**config.mk**
```make
export PLATFORM = sky130hd
export DESIGN_NAME = pc_fetch
export DESIGN_NICKNAME = d
export VERILOG_FILES = /design/src/rtl/pc_fetch.sv
export SDC_FILE = /design/constraint.sdc
export NUM_CORES = 1
export LEC_CHECK = 0
export ABC_AREA = 1
export BUFFER_PORTS_ARGS = -buffer_cell sky130_fd_sc_hd__buf_2
export CORE_ASPECT_RATIO = 1.5
export CORE_UTILIZATION = 40
export CTS_BUF_LIST = sky130_fd_sc_hd__clkbuf_8
export DETAILED_ROUTE_END_ITERATION = 10
export MAX_ROUTING_LAYER = met4
export PLACE_DENSITY_LB_ADDON = 0.25
export SYNTH_ARGS = -nofsm -noshare
export SYNTH_HDL_FRONTEND = slang
export SYNTH_SLANG_ARGS = --single-unit
```
**constraint.sdc**
```tcl
create_clock -name clk -period 2.02 [get_ports clk]
set_clock_uncertainty 0.1 [all_clocks]
set_input_delay 0.202 -clock clk [delete_from_list [all_inputs] [get_ports clk]]
set_output_delay 0.202 -clock clk [all_outputs]
set_load 0.03 [all_outputs]
```
**src/rtl/pc_fetch.sv**
```systemverilog
// Program counter and instruction-fetch stage: fetches one word per instruction
// over a req/ack handshake and advances the PC from the control unit's sequencing.
module pc_fetch #(
    parameter int PC_W    = 10,
    parameter int INSTR_W = 16,
    parameter int TIMEOUT = 15
) (
    input  logic               clk,
    input  logic               reset,
    output logic               mem_req,
    output logic [PC_W-1:0]    mem_addr,
    input  logic               mem_ack,
    input  logic [INSTR_W-1:0] mem_rdata,
    output logic [INSTR_W-1:0] instr,
    output logic [5:0]         opcode,
    output logic               instr_valid,
    input  logic               step,
    input  logic               s_inc,
    input  logic               s_skip,
    input  logic               halt,
    output logic [PC_W-1:0]    pc,
    output logic [15:0]        retired,
    output logic               fetch_err
);

    localparam int WAIT_W = $clog2(TIMEOUT + 1);
    localparam logic [WAIT_W-1:0] WAIT_MAX = WAIT_W'(TIMEOUT);

    localparam logic [1:0] ST_BOOT  = 2'd0;
    localparam logic [1:0] ST_FETCH = 2'd1;
    localparam logic [1:0] ST_EXEC  = 2'd2;

    logic [1:0]         state_q, state_d;
    logic [PC_W-1:0]    pc_q, pc_d;
    logic [INSTR_W-1:0] instr_q, instr_d;
    logic [15:0]        retired_q, retired_d;
    logic [WAIT_W-1:0]  wait_q, wait_d;
    logic               fetch_err_q, fetch_err_d;

    always_comb begin
        state_d     = state_q;
        pc_d        = pc_q;
        instr_d     = instr_q;
        retired_d   = retired_q;
        wait_d      = wait_q;
        fetch_err_d = fetch_err_q;
        case (state_q)
            ST_BOOT: state_d = ST_FETCH;
            ST_FETCH: begin
                if (mem_ack) begin
                    instr_d = mem_rdata;
                    wait_d  = '0;
                    state_d = ST_EXEC;
                end else begin
                    // Counter saturates; the error flag is sticky until reset.
                    if (wait_q != WAIT_MAX) wait_d = wait_q + WAIT_W'(1);
                    if (wait_d == WAIT_MAX) fetch_err_d = 1'b1;
                end
            end
            ST_EXEC: begin
                if (step && !halt) begin
                    if (!s_inc)      pc_d = instr_q[PC_W-1:0];
                    else if (s_skip) pc_d = pc_q + PC_W'(2);
                    else             pc_d = pc_q + PC_W'(1);
                    retired_d = retired_q + 16'd1;
                    state_d   = ST_FETCH;
                end
            end
            default: state_d = ST_BOOT;
        endcase
    end

    always_ff @(posedge clk or posedge reset) begin
        if (reset) begin
            state_q     <= ST_BOOT;
            pc_q        <= '0;
            instr_q     <= '0;
            retired_q   <= '0;
            wait_q      <= '0;
            fetch_err_q <= 1'b0;
        end else begin
            state_q     <= state_d;
            pc_q        <= pc_d;
            instr_q     <= instr_d;
            retired_q   <= retired_d;
            wait_q      <= wait_d;
            fetch_err_q <= fetch_err_d;
        end
    end

    assign mem_req     = (state_q == ST_FETCH);
    assign instr_valid = (state_q == ST_EXEC);
    assign mem_addr    = pc_q;
    assign pc          = pc_q;
    assign instr       = instr_q;
    assign opcode      = instr_q[INSTR_W-1:INSTR_W-6];
    assign retired     = retired_q;
    assign fetch_err   = fetch_err_q;

endmodule

```
# --- Word-level counts from Yosys, hierarchy flattened ---
# Cells that the tools add are included.
totals:
  word_cells: 33
  mem_bits_ro: 0
  in_bits: 23
  latch_bits: 0
  ramBits: 0
  register_bits: 49
  mem_count: 0
  out_inout_bits: 61
op_classes:
  reduce_logical: 7
  n_bitwise: 1
  magnitude_cmp: 0
  div_mod_pow: 0
  shift: 0
  n_eq_ne: 6
  add_sub_neg: 4
  multipliers: 0
  mux: 9
ops:
  columns: ["op", "count"]
  rows:
  - ["two-way mux 10 bit", 2]
  - ["adder 16 x 1 -> 16 bit, second input constant", 1]
  - ["two-way mux 4 bit", 4]
  - ["adder 10 x 1 -> 10 bit, second input constant", 1]
  - ["adder 10 x 2 -> 10 bit, second input constant", 1]
  - ["case mux 2 bit (3 select lines)", 1]
  - ["AND reduction 2 bit", 3]
  - ["adder 4 x 1 -> 4 bit, second input constant", 1]
  - ["== test 4 bit, second input constant", 1]
  - ["two-way mux 2 bit", 2]
  - ["!= test 2 x 1 -> 1 bit, second input constant", 2]
  - ["!= test 4 bit, second input constant", 1]
  - ["AND reduction 3 bit", 1]
  - ["== test 2 x 1 -> 1 bit, second input constant", 1]
  - ["== test 2 bit, second input constant", 1]
  - ["zero test 2 bit", 1]
  - ["logical AND 1 bit", 1]
  - ["zero test 1 bit", 1]
  - ["inverter 1 bit", 1]

# --- Logic depth before layout (Yosys ltp) ---
logic_depth:
  ltp_word: 6
  mapped_depth: 9
  depth_no_buf: 9

# --- Worst setup path after synthesis ---
# OpenSTA, ideal clock, no wires.
synth_timing:
  path_kind: "register -> register"
  startpoint: "reg pc_q[2], in the netlist mem_addr[2]"
  endpoint: "reg pc_q[5], in the netlist mem_addr[5]"
  stages_incl_launch_ff: 9
  slack_ns: 0.326
  required_ns: 1.800
  synth_period_minus_slack_ns: 1.694
  setup_time_ns: 0.120
  arrival_ns: 1.474
  n_path_buf: 0
  cell_sequence: "dfrtp_1 ha_1 nand2_1 nor2_1 nand2_1 o21ai_0 nand2_1 o21ai_0 inv_1"
synth_between:
  elab_chain_cells: 3
  elab_cells_between_ends: 4
  cone_classes: "add/sub: 2; mux: 2"
synth_rtl:
  columns: ["item", "line", "source"]
  rows:
  - ["start, declared", "34", "logic [PC_W-1:0] pc_q, pc_d;"]
  - ["start signal, assigned", "83", "pc_q <= pc_d;"]
  - ["adder 10 x 1 -> 10 bit or adder 10 x 2 -> 10 bit (tied branches)", "64, 63", null]
  - ["two-way mux 10 bit *", "63", "else if (s_skip) pc_d = pc_q + PC_W'(2);"]
  - ["two-way mux 10 bit *", "62", "if (!s_inc) pc_d = instr_q[PC_W-1:0];"]
# Every way passes the cells marked *; elsewhere a longest branch is shown, timed or not.
# A chain may end at the register's enable or synchronous reset.

# --- Worst setup path in the final report ---
# Same ends and word-level chain as after synthesis.

==> results.yml <==
pwr:
  power.total_w: 0.00463
  cellLeakagePower_nw: 1.71
  power_density_mw_per_mm2: 1440
  vdd_drop_max_mv: 0.792
synth:
  yosysTopAreaCell: "dfrtp_1"
  synthTopCellsByArea: "dfrtp_1, nand2_1, nor2_1"
  seq_area_frac_synth: 0.449
  synth_top_area_frac: 0.449
  syn_avg_cell_area_um2: 8.35
  synth_seq_cells: 49
  syn_nets: 354
  yosysWarnings: 0
  syn_inst: 327
  syn_area_mm2: 0.00273
  synth_cell_types: 29
die:
  ios: 84
  placementRows: 36
  start_util: 0.418
  die_area_mm2: 0.00717
  core_area_mm2: 0.00653
  die_x_um: 69.5
  fp.dieH_um: 103
cells_and_area:
  final_cell_mix: "nand2_1, buf_2, dfrtp_1"
  drive_gt1_frac: 0.305
  layout.nets: 426
  diodes: 0
  area_growth_pct: 17.5
  final_common_cell: "nand2_1"
  layout.cells.non_filler: 476
drt:
  dr.first_iter.drc_count: 135
  drc: 0
  ant_nets: 0
  vias: 2315
  dr.pass1.iters: 4
  post_drt_wl_per_cell_um: 12.4
  drt-total-wl_um: 5900
  viasPerCell: 4.86
sta:
  worstMarginPinSlew_ns: 0.515
  min_period_ns: 1.69
  slew_headroom: 0.656
  final_hold_viol_count: 0
  min_period_over_period: 0.835
  whs_ns: 0.0177
  max_freq_mhz: 593
  rsz0062_at_grt: "no"
  setup_viol: 0
  slew_violations: 0
  tns_ns: 0
clock_tree:
  htreeDepth: 2
  post-cts-setup-buffer-count: 0
  postCtsResizedCells: 0
  cts_buffers: 5
  clkSinkCount: 49
  cts_tree: "yes"
  cts-root-buf: "clkbuf_8"
  clk_pin_slew_worst_paths_ns: 0.09
  clockBufferDepth: 2
  clk_latency_ns: 0.31
critical_path:
  start_kind: "register"
  crit_top_cell: "nand2_1"
  slowest_stage: "dfrtp_1"
  critical_path_required_ns: 2.13
  crit_type: "reg -> reg"
  worstPathCellList: "ha_1 > nand2_1 > nor2_1 > nand2_1 > o21ai_0 > nand2_1 > o21ai_0 > inv_1"
  end_kind: "register"
  reg2reg_depth: 8
  slowest_delay_ns: 0.45
  crit_fanout: 7
  arrival_ns: 1.79
placed_design:
  place.port_buffers: 83
  hpwl_um: 4420
  dpl.cell_count: 467
  place.gp.congestion: 0.880
grt:
  grt_start_max_net_pins: 29
  grt_use_total: 0.185
  grtUsageMet2: 0.329
  grt_pass1_wl_um: 10000
  antenna_found_initial: 0
  grt_busiest_layer: "met2"
  gr-usage-met1: 0.196
  use_met3: 0.0397
  grt-ovfl-total: 0
  grt_pass1_vias: 2200
worst_hold_path:
  min_path_type: "in -> reg"
  holdPathStages: 2
job:
  max-cap-violations: 0
outcome:
  status: "completed"
[layout make-up]
| type | instances | area [µm²] |
|---|---|---|
| Timing Repair Buffer | 86 | 453 |
| Inverter | 36 | 135 |
| Tap cell | 76 | 95.1 |
| Multi-Input combinational cell | 221 | 1220 |
| Clock inverter | 3 | 11.3 |
| Sequential cell | 49 | 1230 |
| Fill cell | 646 | 3320 |
| Clock buffer | 5 | 68.8 |
[stage by stage]
stage          worst slack, ns  cell area (µm²)  utilization
2_1_floorplan            0.326             2730            -
3_5_place_dp             0.313             3120        0.478
4_1_cts                  0.312             3210        0.491
6_report                 0.333             3210        0.491
3_3_place_gp             0.435             3120        0.478
5_1_grt                 0.0589             3210        0.491
[cells in the mapped netlist]
| cell | count |
|---|---|
| a21o_1 | 1 |
| a21oi_1 | 12 |
| buf_1 | 1 |
| buf_2 | 3 |
| buf_4 | 16 |
| buf_6 | 1 |
| dfrtp_1 | 49 |
| ha_1 | 4 |
| inv_1 | 34 |
| inv_2 | 2 |
| mux2_2 | 8 |
| mux2_4 | 7 |
| nand2_1 | 87 |
| nand2_2 | 2 |
| nand2_4 | 2 |
| nand3_1 | 12 |
| nand3b_1 | 4 |
| nand4_1 | 5 |
| nor2_1 | 36 |
| nor2_2 | 2 |
| nor2_4 | 4 |
| nor3_4 | 1 |
| o211ai_1 | 2 |
| o21ai_0 | 17 |
| o21bai_1 | 1 |
| o22ai_1 | 3 |
| or2_2 | 3 |
| xnor2_1 | 6 |
| xor2_1 | 2 |
[routing by layer]
layer / vias up / wire length [µm]
li1: 1166 / -
met1: 1058 / 2430
met2: 77 / 3010
met3: 14 / 280
met4: 0 / 175
met5: - / 0
[power breakdown]
part / internal, W / leakage (nW) / total (W) / switching [W]
Combinational: 0.000780 / 1.05 / 0.00241 / 0.00163
Sequential: 0.00132 / 0.604 / 0.00166 / 0.000345
Clock: 0.000232 / 0.0519 / 0.000556 / 0.000325
Total: 0.00233 / 1.71 / 0.00463 / 0.00230
[critical path, delay by kind of cell, from the launching register on]
family,cells,cell delay [ns]
buf+inv,1,0.05
flops,1,0.45
fa+ha+maj,1,0.20
compound gates,2,0.24
simple gates,4,0.54
[worst paths after layout]
| kind | startpoint | slack, ns | end |
|---|---|---|---|
| setup reg to reg | mem_addr[2]$_DFFE_PP0P_ | 0.33 | mem_addr[5]$_DFFE_PP0P_ |
| max in group asynchronous | reset | 0.93 | retired[13]$_DFFE_PP0P_ |
| setup / recovery | mem_addr[2]$_DFFE_PP0P_ | 0.33 | mem_addr[5]$_DFFE_PP0P_ |
| min in group asynchronous | reset | 0.37 | fetch_err$_DFFE_PP0P_ |
| hold / removal | mem_rdata[9] | 0.02 | instr[9]$_DFFE_PP0P_ |
| hold reg to reg | fetch_err$_DFFE_PP0P_ | 0.36 | fetch_err$_DFFE_PP0P_ |
[sequential cells by signal (all words and copies together), names as in the netlist]
| register | count |
|---|---|
| state_q | 2 |
| instr | 16 |
| retired | 16 |
| mem_addr | 10 |
| fetch_err | 1 |
| wait_q | 4 |
[cells by family after synthesis]
family                   count (synthesis)  synth area share
flip-flops                              49             0.449
AO/OA/AOI/OAI                           36            0.0710
XOR/XNOR                                 8            0.0257
adder cells (fa/ha/maj)                  4            0.0183
multiplexers                            15            0.0715
buffers and inverters                   57             0.104
AND/OR/NAND/NOR                        158             0.260
[what timing repair did]
| item | in CTS | in global routing |
|---|---|---|
| hold buffers | 1 | 0 |
| setup endpoints to repair | 0 | 0 |
| hold endpoints to repair | 21 | 0 |
Power figures use the tool's default switching activity.
